===== config.mk =====
export PLATFORM = sky130hd
export DESIGN_NAME = reduce_tree_pipe_flat
export DESIGN_NICKNAME = d
export VERILOG_FILES = /design/src/rtl/reduce_tree_pipe_pkg.sv /design/src/rtl/reduce_tree_pipe_if.sv /design/src/rtl/reduce_tree_pipe_stage.sv /design/src/rtl/reduce_tree_pipe.sv /design/src/flat_wrapper.sv
export SDC_FILE = /design/constraint.sdc
export NUM_CORES = 1
export LEC_CHECK = 0
export ABC_AREA = 1
export CORE_ASPECT_RATIO = 1.25
export CORE_MARGIN = 2
export CORE_UTILIZATION = 45
export CTS_CLUSTER_DIAMETER = 100
export CTS_CLUSTER_SIZE = 24
export DETAILED_ROUTE_END_ITERATION = 10
export PLACE_DENSITY = 0.69
export SYNTH_ARGS = -nofsm -noshare
export SYNTH_HDL_FRONTEND = slang
export SYNTH_SLANG_ARGS = --single-unit

===== constraint.sdc =====
create_clock -name clk -period 2.41 [get_ports clk]
set_input_delay 0.3615 -clock clk [delete_from_list [all_inputs] [get_ports clk]]
set_output_delay 0.3615 -clock clk [all_outputs]
set_load 0.02 [all_outputs]

===== src/rtl/reduce_tree_pipe_pkg.sv =====
// Shared op encoding and elaboration-time helpers for the pipelined reduction tree.
package reduce_tree_pipe_pkg;

   typedef enum logic [1:0] {
      OP_AND = 2'd0,
      OP_OR  = 2'd1,
      OP_XOR = 2'd2
   } op_e;

   // Reserved encoding 3 behaves as AND, so its identity is 1 as well.
   function automatic logic identity(input logic [1:0] op);
      return !(op == OP_OR || op == OP_XOR);
   endfunction

   function automatic logic combine(input logic [1:0] op, input logic a, input logic b);
      case (op)
         OP_OR:   return a | b;
         OP_XOR:  return a ^ b;
         default: return a & b;
      endcase
   endfunction

   function automatic int clog_base(input int n, input int base);
      int r = 0;
      int p = 1;
      while (p < n) begin
         p = p * base;
         r++;
      end
      return r;
   endfunction

   function automatic int pow_int(input int b, input int e);
      int p = 1;
      for (int i = 0; i < e; i++) p = p * b;
      return p;
   endfunction

   function automatic int nodes_at_level(input int n, input int fanin, input int lvl);
      int d = pow_int(fanin, lvl);
      return (n + d - 1) / d;
   endfunction

endpackage


===== src/rtl/reduce_tree_pipe_if.sv =====
// Input and output valid/ready channels of the reduction tree.
interface reduce_tree_pipe_if #(
   parameter int INPUT_SIZE = 8
);
   logic                  in_valid;
   logic                  in_ready;
   logic [INPUT_SIZE-1:0] in_data;
   logic [1:0]            in_op;
   logic                  out_valid;
   logic                  out_ready;
   logic                  out_data;
   logic [1:0]            out_op;

   modport master (
      output in_valid, in_data, in_op, out_ready,
      input  in_ready, out_valid, out_data, out_op
   );

   modport slave (
      input  in_valid, in_data, in_op, out_ready,
      output in_ready, out_valid, out_data, out_op
   );
endinterface


===== src/rtl/reduce_tree_pipe_stage.sv =====
// One tree level: FANIN-input nodes feeding a valid/op/partial register with
// bubble-collapsing advance.
module reduce_tree_pipe_stage
   import reduce_tree_pipe_pkg::*;
#(
   parameter int IN_W  = 2,
   parameter int FANIN = 2
) (
   input  logic                              clk,
   input  logic                              rst_n,
   input  logic                              i_valid,
   input  logic [1:0]                        i_op,
   input  logic [IN_W-1:0]                   i_data,
   output logic                              o_ready,
   output logic                              o_valid,
   output logic [1:0]                        o_op,
   output logic [(IN_W+FANIN-1)/FANIN-1:0]   o_data,
   input  logic                              i_next_ready
);
   localparam int OUT_W = (IN_W + FANIN - 1) / FANIN;
   localparam int PAD_W = OUT_W * FANIN;

   logic [PAD_W-1:0] w_pad;
   logic [OUT_W-1:0] w_node;
   logic             w_acc;
   logic             r_valid;
   logic [1:0]       r_op;
   logic [OUT_W-1:0] r_data;

   // A ragged last node sees the op identity on its missing inputs.
   always_comb begin
      w_pad             = {PAD_W{identity(i_op)}};
      w_pad[IN_W-1:0]   = i_data;
      w_node            = '0;
      w_acc             = 1'b0;
      for (int j = 0; j < OUT_W; j++) begin
         w_acc = w_pad[j*FANIN];
         for (int b = 1; b < FANIN; b++) w_acc = combine(i_op, w_acc, w_pad[j*FANIN+b]);
         w_node[j] = w_acc;
      end
   end

   assign o_ready = !r_valid || i_next_ready;

   always_ff @(posedge clk or negedge rst_n) begin
      if (!rst_n) begin
         r_valid <= 1'b0;
         r_op    <= 2'd0;
         r_data  <= '0;
      end else if (o_ready) begin
         r_valid <= i_valid;
         if (i_valid) begin
            r_op   <= i_op;
            r_data <= w_node;
         end
      end
   end

   assign o_valid = r_valid;
   assign o_op    = r_op;
   assign o_data  = r_data;
endmodule


===== src/rtl/reduce_tree_pipe.sv =====
// Pipelined N-input AND/OR/XOR reduction tree with valid/ready handshake and
// an output-toggle counter.
module reduce_tree_pipe
   import reduce_tree_pipe_pkg::*;
#(
   parameter int INPUT_SIZE = 8,
   parameter int FANIN      = 2,
   parameter int CNT_W      = 16
) (
   input  logic             clk,
   input  logic             rst_n,
   reduce_tree_pipe_if.slave bus,
   input  logic             i_toggle_clr,
   output logic [CNT_W-1:0] o_toggle_cnt
);
   localparam int LEVELS = clog_base(INPUT_SIZE, FANIN);
   localparam int LEAF_W = pow_int(FANIN, LEVELS);

   logic [LEAF_W-1:0] w_leaf;
   logic [LEAF_W-1:0] w_lvl_data  [LEVELS+1];
   logic              w_lvl_valid [LEVELS+1];
   logic [1:0]        w_lvl_op    [LEVELS+1];
   logic              w_lvl_ready [LEVELS+1];
   logic              w_out_valid;
   logic              w_out_data;
   logic              w_hs;
   logic [CNT_W-1:0]  r_cnt;
   logic              r_last;

   // Pad to a full FANIN**LEVELS tree so every level divides evenly.
   always_comb begin
      w_leaf                   = {LEAF_W{identity(bus.in_op)}};
      w_leaf[INPUT_SIZE-1:0]   = bus.in_data;
   end

   assign w_lvl_data[0]       = w_leaf;
   assign w_lvl_valid[0]      = bus.in_valid;
   assign w_lvl_op[0]         = bus.in_op;
   assign w_lvl_ready[LEVELS] = bus.out_ready;
   assign bus.in_ready        = w_lvl_ready[0];

   for (genvar k = 0; k < LEVELS; k++) begin : g_lvl
      localparam int IN_W  = nodes_at_level(LEAF_W, FANIN, k);
      localparam int OUT_W = nodes_at_level(LEAF_W, FANIN, k + 1);
      logic [OUT_W-1:0] w_out;

      reduce_tree_pipe_stage #(
         .IN_W  (IN_W),
         .FANIN (FANIN)
      ) u_stage (
         .clk          (clk),
         .rst_n        (rst_n),
         .i_valid      (w_lvl_valid[k]),
         .i_op         (w_lvl_op[k]),
         .i_data       (w_lvl_data[k][IN_W-1:0]),
         .o_ready      (w_lvl_ready[k]),
         .o_valid      (w_lvl_valid[k+1]),
         .o_op         (w_lvl_op[k+1]),
         .o_data       (w_out),
         .i_next_ready (w_lvl_ready[k+1])
      );

      assign w_lvl_data[k+1] = LEAF_W'(w_out);
   end

   assign w_out_valid   = w_lvl_valid[LEVELS];
   assign w_out_data    = w_lvl_data[LEVELS][0];
   assign bus.out_valid = w_out_valid;
   assign bus.out_data  = w_out_data;
   assign bus.out_op    = w_lvl_op[LEVELS];

   assign w_hs = w_out_valid && bus.out_ready;

   // Clear wins over a coincident toggle; the last-result tracker still updates.
   always_ff @(posedge clk or negedge rst_n) begin
      if (!rst_n) begin
         r_cnt  <= '0;
         r_last <= 1'b0;
      end else begin
         if (w_hs) r_last <= w_out_data;
         if (i_toggle_clr) r_cnt <= '0;
         else if (w_hs && (w_out_data != r_last) && (r_cnt != '1)) r_cnt <= r_cnt + 1'b1;
      end
   end

   assign o_toggle_cnt = r_cnt;
endmodule


===== src/flat_wrapper.sv =====
// flat-port wrapper written by rule: the top's interface ports become plain ports
module reduce_tree_pipe_flat import reduce_tree_pipe_pkg::*;
#(
   parameter int INPUT_SIZE = 8,
   parameter int FANIN      = 2,
   parameter int CNT_W      = 16
)
  (clk, rst_n, i_toggle_clr, o_toggle_cnt, bus_in_valid, bus_in_data, bus_in_op, bus_out_ready, bus_in_ready, bus_out_valid, bus_out_data, bus_out_op);
  reduce_tree_pipe_if #(.INPUT_SIZE(INPUT_SIZE)) bus_i ();
  input  logic clk;
  input  logic rst_n;
  input  logic i_toggle_clr;
  output logic [CNT_W-1:0] o_toggle_cnt;
  input wire logic [$bits(bus_i.in_valid)-1:0] bus_in_valid;
  input wire logic [$bits(bus_i.in_data)-1:0] bus_in_data;
  input wire logic [$bits(bus_i.in_op)-1:0] bus_in_op;
  input wire logic [$bits(bus_i.out_ready)-1:0] bus_out_ready;
  output wire logic [$bits(bus_i.in_ready)-1:0] bus_in_ready;
  output wire logic [$bits(bus_i.out_valid)-1:0] bus_out_valid;
  output wire logic [$bits(bus_i.out_data)-1:0] bus_out_data;
  output wire logic [$bits(bus_i.out_op)-1:0] bus_out_op;
  assign bus_i.in_valid = bus_in_valid;
  assign bus_i.in_data = bus_in_data;
  assign bus_i.in_op = bus_in_op;
  assign bus_i.out_ready = bus_out_ready;
  assign bus_in_ready = bus_i.in_ready;
  assign bus_out_valid = bus_i.out_valid;
  assign bus_out_data = bus_i.out_data;
  assign bus_out_op = bus_i.out_op;
  reduce_tree_pipe #(.INPUT_SIZE(INPUT_SIZE), .FANIN(FANIN), .CNT_W(CNT_W)) u_core (.clk(clk), .rst_n(rst_n), .bus(bus_i), .i_toggle_clr(i_toggle_clr), .o_toggle_cnt(o_toggle_cnt));
endmodule

# Word level (Yosys, flattened, before mapping)
# Index checks and enable logic that the tools add are counted.
[word_totals]
regBits = 33
inputBits = 15
output_inout_bits = 21
wordCells = 63
[classes]
add_sub_neg = 1
n_eq_ne = 8
muxes = 9
bitwise = 21
reduce_logical = 13
[ops]
columns = ["operator", "count"]
rows = [
  ["16-bit two-way mux", 2],
  ["16-bit by 1-bit adder with 16-bit output (second input constant)", 1],
  ["16-bit inequality test (second input constant)", 1],
  ["1-bit case mux with 2 select lines", 7],
  ["1-bit AND", 7],
  ["1-bit OR", 7],
  ["1-bit XOR", 7],
  ["2-bit by 1-bit equality test with 1-bit output (second input constant)", 3],
  ["2-bit equality test (second input constant)", 3],
  ["2-bit AND reduction", 3],
  ["1-bit logical AND", 3],
  ["1-bit logical NOT", 3],
  ["1-bit logical OR", 3],
  ["2-bit nonzero test", 1],
  ["1-bit inequality test", 1],
]

# Longest topological paths before layout
# Gate-level depths: netlist of the first run.
[depth]
depth_word = 5
mapped_depth = 10
mapped_depth_nobuf = 9

# Cells and area by module
# From an unflattened synthesis of the first run, not the netlist that was laid out.
[hier_totals]
cells_unflattened = 298
area_unflattened_um2 = 2228.4
[modules_own_cells]
columns = ["module", "instances", "cells_per_inst", "area_each_um2", "seq_area_each_um2"]
rows = [
  ["reduce_tree_pipe", 1, 151, 1082.3, 425.4],
  ["reduce_tree_pipe_stage (u_core.g_lvl[0].u_stage)", 1, 73, 543.0, 175.2],
  ["reduce_tree_pipe_stage (u_core.g_lvl[1].u_stage)", 1, 44, 349.1, 125.1],
  ["reduce_tree_pipe_stage (u_core.g_lvl[2].u_stage)", 1, 30, 254.0, 100.1],
]

# Worst setup path before layout of the first run
# No wires, ideal clock.
[synth_timing]
path_kind = "flip-flop to flip-flop"
from = "register u_core.r_cnt[1], in the netlist u_core.o_toggle_cnt[1]"
to = "register u_core.r_cnt[13], in the netlist u_core.o_toggle_cnt[13]"
setup_ps = 65
arrival_ps = 1513
required_time_ps = 2345
slack_ps = 832
path_stages_with_launch = 11
n_path_buf = 1
period_less_slack_ps = 1578
cell_sequence = "dfrtp_1 > ha_1 > nand2_2 > nor2_4 > nand2_2 > nor2_2 > nor2_2 > nor2_4 > buf_6 > nand2_1 > nand2_1"
[synth_between]
elab_chain_len = 3
elab_cells_between_ends = 6
classes_between = "add/sub (1); eq/ne (1); mux (2); reduce/logical (2)"
[synth_rtl]
columns = ["element", "line_no", "rtl"]
rows = [
  ["from (decl)", "reduce_tree_pipe.sv:27", "logic [CNT_W-1:0] r_cnt;"],
  ["from (signal assigned)", "reduce_tree_pipe.sv:82", "else if (w_hs && (w_out_data != r_last) && (r_cnt != '1)) r_cnt <= r_cnt + 1'b1;"],
  ["16-bit by 1-bit adder with 16-bit output / 16-bit inequality test (equally long branches)", "reduce_tree_pipe.sv:82", ""],
  ["16-bit two-way mux / 1-bit logical AND (equally long branches)", "reduce_tree_pipe.sv:82", ""],
  ["16-bit two-way mux / 2-bit nonzero test (equally long branches)", "-", ""],
]
# Several ways; a longest one is shown, not always the timed one. The select of a mux whose other input is x is not followed.
# A chain may end at the register's enable or synchronous reset.

# Worst setup path in the final report of the first run
[layout_timing]
from = "input port bus_out_ready"
to = "output port bus_in_ready"
[layout_between]
elab_chain_len = 3
[layout_rtl]
columns = ["element", "line_no", "rtl"]
rows = [
  ["from (decl)", "flat_wrapper.sv:17", "input wire logic [$bits(bus_i.out_ready)-1:0] bus_out_ready;"],
  ["1-bit logical OR (3 in a row)", "reduce_tree_pipe_stage.sv:43", "assign o_ready = !r_valid || i_next_ready;"],
  ["to (decl)", "flat_wrapper.sv:18", "output wire logic [$bits(bus_i.in_ready)-1:0] bus_in_ready;"],
]
# Every way passes these cells.

==> impl_metrics.toml, run 1 <==
[status]
status = "complete, no violations"

[detailed_routing]
drc = 0
final_antenna_net_count = 0
first_iter_violations = 90
met3_length_um = 152
viasPerCell = 4.81
drt-met1-wl_um = 1820
wirelength_um = 4340
wl_met2_um = 2310
topRoutingLayerUsed = "met4"
num_vias = 1918
drtPass1Iterations = 4
wl_per_cell_um = 10.9

[clocking]
h-tree-depth = 2
ctsHoldBuffers = 0
cts_made_buffers = 5
cts_buffer_depth = 2
clock_latency_ns = 0.28
clock-sinks = 33
cts_resized = 0
cts_root_buffer = "clkbuf_8"
cts_tree = "built"
path_clk_slew_ns = 0.07
cts_setup_buffers = 0

[floorplan]
num_rows = 28
core-area_mm2 = 0.00469
dieArea_mm2 = 0.00538
initial_core_util_pct = 46.0
fp.dieH_um = 81.5
ios = 36
die_w_um = 66.0

[synth]
ys_top_cells_by_area = "dfrtp_1 38%, nand2_1 16%, ha_1 12%"
synth_top_area_share_pct = 38.2
synth_area_leader_cell = "dfrtp_1"
synth_area_mm2 = 0.00216
seq_area_frac_synth_pct = 38.2
yosysUniqueCellTypes = 23
ys_seq_elements = 33
syn-num-nets = 333
ys.warnings.count = 0
syn_avg_cell_area_um2 = 7.28
synthesis.instances = 297

[power]
power_leakage_nw = 1.34
peakVddDrop_v = 0.000452
powerDensity_mw_per_mm2 = 622

[global_route]
grt.total_usage_pct = 18.5
first_global_vias = 1855
overflow = 0
grt_max_degree = 34
grt_pass1_wl_um = 7760
antenna_found_initial = 0

[timing]
drv_slew = 0
setup_violations = 0
finalCriticalPeriod_ns = 1.98
finClkSkew_ns = 0.00584
worst_pin_slew_ns = 0.440
setup_tns_ns = 0
relSlewSlack_pct = 70.6
holdWs_ns = 0.481
rsz0062_at_grt = "false"
max_clock_freq_ghz = 0.505
report.final.hold_viol_count = 0
fin_crit_sh_pct = 82.2

[placed_design]
io_buffers = 35
place_congestion = 0.848
hpwl_um = 3330

[setup_path]
crit_path_max_fanout = 3
crit_slowest_cell = "clkdlybuf4s50_1"
critPathArrivalTime_ns = 1.62
crit_type = "primary input to primary output"
endpoint_kind = "primary output"
cp_common_cell = "clkdlybuf4s50_1"
startpoint_type = "primary input"
critPathMaxStageDelay_ns = 0.61
critPathRequiredTime_ns = 2.05
crit_chain = "clkdlybuf4s50_1 > inv_1 > nand4_1 > clkdlybuf4s50_1"

[cells_and_area]
final_util_pct = 56.9
drive_above_1_share_pct = 5.60
diodes = 0
areaGrowthSynthToFinish_pct = 23.7
fin_nets = 375

[job]
drv_cap = 0

[hold_path]
hold_path_class = "primary input to async pin"
## Yosys cell counts, drive strengths merged
| library cell | n |
|---|---|
| nand4 | 11 |
| nor2 | 33 |
| a21oi | 3 |
| o22ai | 1 |
| a22oi | 2 |
| dfrtp | 33 |
| ha | 21 |
| or2 | 1 |
| buf | 2 |
| a31oi | 4 |
| o21ai | 21 |
| nand3 | 16 |
| xor2 | 2 |
| nand2 | 95 |
| inv | 50 |
| clkbuf | 1 |
| o211ai | 1 |
## worst paths after layout
path,start,end,slack (ns),cells after the start
max in group asynchronous,rst_n,u_core.g_lvl[2].u_stage.o_data,1.62,2
worst min-delay path,rst_n,u_core.o_toggle_cnt[13],0.48,2
worst min register to register,u_core.g_lvl[2].u_stage.o_op[1],u_core.g_lvl[2].u_stage.o_op[1],0.49,2
worst max register to register,u_core.o_toggle_cnt[1],u_core.o_toggle_cnt[14],0.76,9
min in group clk,u_core.g_lvl[2].u_stage.o_op[1],u_core.g_lvl[2].u_stage.o_op[1],0.49,2
worst max-delay path,bus_out_ready,bus_in_ready,0.43,4
## flip-flops by register name, summed over array words and instances, names as in the netlist
signal	flops
u_core.g_lvl.u_stage.o_data	7
u_core.g_lvl.u_stage.o_op	6
u_core.g_lvl.u_stage.o_valid	3
u_core.o_toggle_cnt	16
u_core.r_last	1
## metrics by stage
| step | total power, mW | setup slack [ns] | cells | instance area [µm²] |
|---|---|---|---|---|
| final | 1.66 | 0.429 | 399 | 2670 |
| after global routing | 1.79 | 0.356 | 399 | 2670 |
| after CTS | 1.68 | 0.422 | 399 | 2670 |
| after detailed placement | 1.26 | 0.424 | 392 | 2590 |
| after global placement | 1.25 | 0.433 | 392 | 2590 |
| after floorplan | 1.07 | 0.832 | 297 | 2160 |
## worst max-delay path: cells and delay by family
family                 cells  cell delay (ns)
buffers and inverters      3             1.15
and+or+nand+nor            1             0.10
## routing by layer
metal | vias to the layer above | GRT usage [%]
met5 | - | 0
met4 | 0 | 6.73
met3 | 5 | 3.70
met2 | 35 | 36.0
met1 | 860 | 19.3
li1 | 1018 | -
## power by group
group	internal (mW)	leakage (nW)	switching, mW
clock network	0.226	0.0443	0.195
registers	0.650	0.430	0.0734
logic	0.220	0.866	0.298
total	1.10	1.34	0.566
## logic make-up (layout without fill, tap and decap cells)
logic type               count (synthesis)  in the layout  synth area share, %
adder cells (fa/ha/maj)                 21             21                 12.2
flip-flops                              33             33                 38.2
AO/OA/AOI/OAI                           32             32                 8.05
XOR/XNOR                                 2              2                0.811
buffers and inverters                   53             95                 9.73
AND/OR/NAND/NOR                        156            156                 31.0
## layout by cell type, fill, tap and decap left out, types with 2 or more instances in the layout
cell type	n
a21oi_1	3
a22oi_1	2
a31oi_1	4
buf_4	3
clkbuf_8	6
clkdlybuf4s50_1	35
dfrtp_1	33
ha_1	21
inv_1	49
nand2_1	93
nand2_2	2
nand3_1	16
nand4_1	11
nor2_1	27
nor2_2	3
nor2_4	3
o21ai_0	18
o21ai_1	3
xor2_1	2
## layout make-up
type / count / area, µm²
fillers: 463 / 2020
multi-input cells: 211 / 1120
flip-flops and latches: 33 / 826
repair buffers: 38 / 373
inverters: 50 / 188
clock buffers: 7 / 86.3
well taps: 60 / 75.1
(Power assumes the default switching activity.)
==> run 2: changes to the inputs <==
- clock period: 2.41 -> 1.9 ns (I/O delays scaled with it)
==> impl_metrics.toml, run 2 (synthesized netlist as in run 1, its figures left out) <==
[cells_and_area]
final_common_cell = "nand2_1"
largest_register_ffs = 16
areaGrowthSynthToFinish_pct = 25.3
fin_area_mm2 = 0.00271
final_cell_mix = "93 x nand2_1, 49 x inv_1, 35 x clkdlybuf4s50_1"
diodes = 0
fill_cells = 457
fin_nets = 378
drive_above_1_share_pct = 6.43
final_cells = 402
final_util_pct = 57.7

[setup_path]
rr_startpoint = "u_core.o_toggle_cnt[1]"
reg2reg_depth = 9
crit_path_max_fanout = 3
crit_type = "primary input to primary output"
cp_num_cells = 4
startpoint_type = "primary input"
critPathMaxStageDelay_ns = 0.61
rrSetupSlack_ns = 0.23
crit_slowest_cell = "clkdlybuf4s50_1"
r2r_end = "u_core.o_toggle_cnt[3]"
critPathRequiredTime_ns = 1.62
crit_chain = "clkdlybuf4s50_1 > inv_1 > nand4_1 > clkdlybuf4s50_1"
endpoint_kind = "primary output"
worst-path-buf-inv = 3
crit_family = "buffers and inverters"
critPathArrivalTime_ns = 1.53
cp_common_cell = "clkdlybuf4s50_1"

[global_route]
grt.total_usage_pct = 17.9
first_global_vias = 1755
grt.busiest_layer = "met2"
met3_usage_pct = 3.97
antenna_found_initial = 0
overflow = 0
grt_use_met2_pct = 35.1
grt_max_degree = 34
grt_pass1_wl_um = 7460
met1_usage_pct = 18.6

[power]
powerDensity_mw_per_mm2 = 790
power_leakage_nw = 1.36
peakVddDrop_v = 0.000379
power_mw = 2.14

[timing]
worst_pin_slew_ns = 0.454
finClkSkew_ns = 0.00348
rsz0062_at_grt = "false"
report.final.hold_viol_count = 0
setup_violations = 0
setup_slack_ns = 0.0883
drv_slew = 0
holdWs_ns = 0.404
relSlewSlack_pct = 69.6
fin_crit_sh_pct = 95.4
setup_tns_ns = 0
finalCriticalPeriod_ns = 1.81
max_clock_freq_ghz = 0.552

[placed_design]
hpwl_um = 3380
place_area_mm2 = 0.00262
placedCellCount = 395
place_congestion = 0.853
dp_slack_ns = 0.0863
io_buffers = 35

[detailed_routing]
viasPerCell = 4.77
final_antenna_net_count = 0
wl_per_cell_um = 10.8
first_iter_violations = 121
drtPass1Iterations = 4
wirelength_um = 4320
drc = 0
num_vias = 1919

[clocking]
cts_resized = 0
cts_made_buffers = 5
clock-sinks = 33
cts_setup_buffers = 0
clock_latency_ns = 0.28
ctsHoldBuffers = 0
path_clk_slew_ns = 0.07
h-tree-depth = 2
cts_root_buffer = "clkbuf_8"
cts_tree = "built"
cts_buffer_depth = 2

[floorplan]
die_w_um = 66.0
num_rows = 28
initial_core_util_pct = 46.0
ios = 36
fp.dieH_um = 81.5
dieArea_mm2 = 0.00538
core-area_mm2 = 0.00469

[status]
status = "complete, no violations"

[hold_path]
hold_path_class = "primary input to async pin"

[job]
drv_cap = 0
==> run 2: cell count changes in the layout (fill, tap and decap cells not counted), sizes merged <==
| cell | previous run | this run |
|---|---|---|
| buf | 3 | 6 |
==> run 2: worst max path at each step <==
stage	to	slack (ns)	startpoint
final	bus_in_ready	0.09	bus_out_ready
after global routing	bus_in_ready	0.01	bus_out_ready
after CTS	bus_in_ready	0.08	bus_out_ready
after detailed placement	bus_in_ready	0.09	bus_out_ready
after global placement	bus_in_ready	0.10	bus_out_ready
after floorplan	u_core.o_toggle_cnt[13]	0.32	u_core.o_toggle_cnt[1]
==> run 2: where the power goes <==
part	switching, mW	total, mW	internal, mW
clock	0.242	0.529	0.287
combinational	0.387	0.696	0.309
sequential	0.0903	0.915	0.825
total	0.719	2.14	1.42
==> run 2: area by class of cell <==
type / instances / area [µm²] / area share, %
multi-input combinational: 211 / 1120 / 41.5
sequential: 33 / 826 / 30.5
timing repair buffer: 41 / 408 / 15.1
inverter: 50 / 188 / 6.93
clock buffer: 7 / 86.3 / 3.19
tap: 60 / 75.1 / 2.77
==> run 2: layer usage <==
| metal | part of all wire [%] | routed length (µm) | up-vias |
|---|---|---|---|
| met4 | 1.9 | 80 | 0 |
| met2 | 54 | 2310 | 44 |
| li1 | - | - | 1025 |
| met5 | 0 | 0 | - |
| met1 | 41 | 1760 | 844 |
| met3 | 4.0 | 172 | 6 |
==> run 2: worst reg2reg max path: stages, from the launching register on <==
cell     delay [ns]
dfrtp_1        0.41
ha_1           0.23
nand2_2        0.10
nor2_4         0.13
nand2_2        0.10
nor2_2         0.13
nor2_2         0.07
nor2_4         0.27
nand2_1        0.09
nand2_1        0.08
==> run 3: changes to the inputs <==
- HOLD_SLACK_MARGIN: default -> 0.1
- PLACE_DENSITY: 0.69 -> default
- PLACE_DENSITY_LB_ADDON: default -> 0.15
==> impl_metrics.toml, run 3 (synthesized netlist as in run 1, its figures left out) <==
[status]
status = "complete, no violations"

[clocking]
cts_made_buffers = 5
cts_resized = 0
cts_setup_buffers = 0
h-tree-depth = 2
path_clk_slew_ns = 0.07
ctsHoldBuffers = 0
clock-sinks = 33
cts_buffer_depth = 2
clock_latency_ns = 0.28
cts_root_buffer = "clkbuf_8"
cts_tree = "built"

[timing]
holdWs_ns = 0.407
drv_slew = 0
fin_crit_sh_pct = 97.0
finClkSkew_ns = 0.00729
setup_violations = 0
report.final.hold_viol_count = 0
finalCriticalPeriod_ns = 1.84
rsz0062_at_grt = "false"
relSlewSlack_pct = 69.9
max_clock_freq_ghz = 0.543
worst_pin_slew_ns = 0.450
setup_tns_ns = 0

[detailed_routing]
wirelength_um = 4270
drtPass1Iterations = 4
final_antenna_net_count = 0
first_iter_violations = 70
wl_per_cell_um = 10.6
num_vias = 1950
viasPerCell = 4.83
drc = 0

[floorplan]
dieArea_mm2 = 0.00538
initial_core_util_pct = 46.0
ios = 36
core-area_mm2 = 0.00469
fp.dieH_um = 81.5
num_rows = 28
die_w_um = 66.0

[global_route]
grt_max_degree = 34
grt.total_usage_pct = 17.7
grt_pass1_wl_um = 7450
first_global_vias = 1822
overflow = 0
antenna_found_initial = 0

[power]
powerDensity_mw_per_mm2 = 866
power_leakage_nw = 1.39
peakVddDrop_v = 0.000473

[placed_design]
io_buffers = 35
placedCellCount = 396
place_congestion = 0.785
hpwl_um = 3340

[setup_path]
startpoint_type = "primary input"
timing.critical_path.to = "bus_in_ready"
reg2reg_depth = 9
critPathArrivalTime_ns = 1.56
rrSetupSlack_ns = 0.24
crit_type = "primary input to primary output"
crit_path_max_fanout = 3
critPathRequiredTime_ns = 1.62
r2r_end = "u_core.o_toggle_cnt[7]"
rr_startpoint = "u_core.o_toggle_cnt[1]"
endpoint_kind = "primary output"
cp-startpoint = "bus_out_ready"

[job]
drv_cap = 0

[cells_and_area]
areaGrowthSynthToFinish_pct = 27.9
final_common_cell = "nand2_1"
final_cell_mix = "93 x nand2_1, 49 x inv_1, 35 x clkdlybuf4s50_1"
fin_nets = 379
drive_above_1_share_pct = 7.27
diodes = 0
largest_register_ffs = 16
final_cells = 404

[hold_path]
hold_path_class = "primary input to async pin"
[run 3: cell type report]
class	instances	area [µm²]
clock buffer	5	68.8
clock inverter	3	65.1
fill	466	1930
inverter	50	188
multi-input combinational	211	1120
sequential	33	826
tap	60	75.1
timing repair buffer	42	415
[run 3: metal layers]
metal | global-route usage [%] | vias up | share of wire (%)
met3 | 3.29 | 4 | 3.2
met4 | 7.14 | 0 | 1.4
met5 | 0 | - | 0
li1 | - | 1027 | -
met2 | 35.4 | 34 | 55
met1 | 17.8 | 885 | 40
[run 3: worst min-delay path by stage]
stage                               startpoint  cells after the start                                 to  slack (ns)
3_3_place_gp   u_core.g_lvl[2].u_stage.o_op[0]                      2    u_core.g_lvl[2].u_stage.o_op[0]        0.48
6_report                                 rst_n                      2            u_core.o_toggle_cnt[13]        0.41
4_1_cts                                  rst_n                      2            u_core.o_toggle_cnt[11]        0.42
2_1_floorplan                            rst_n                      0  u_core.g_lvl[0].u_stage.o_data[0]       -0.01
5_1_grt                                  rst_n                      2            u_core.o_toggle_cnt[11]        0.45
3_5_place_dp   u_core.g_lvl[2].u_stage.o_op[0]                      2    u_core.g_lvl[2].u_stage.o_op[0]        0.48
[run 3: critical path, stage by stage]
cell	delay, ns
clkdlybuf4s50_1	0.49
inv_1	0.07
nand4_1	0.10
clkdlybuf4s50_1	0.62
[run 3: report_power, final]
| part | leakage (nW) | internal [mW] | switching (mW) | total (mW) |
|---|---|---|---|---|
| Sequential | 0.430 | 0.825 | 0.0939 | 0.919 |
| Combinational | 0.888 | 0.309 | 0.386 | 0.695 |
| Clock | 0.0681 | 0.521 | 0.257 | 0.778 |
[run 3: metrics by stage]
stage | total power [mW] | area [µm²] | setup slack [ns] | util, %
after global placement | 1.62 | 2630 | 0.0983 | 56.0
after CTS | 2.43 | 2760 | 0.0652 | 58.8
after detailed placement | 1.64 | 2630 | 0.0718 | 56.0
after floorplan | 1.35 | 2160 | 0.322 | -
after global routing | 2.57 | 2760 | 0.0224 | 58.8
final | 2.39 | 2760 | 0.0575 | 58.8
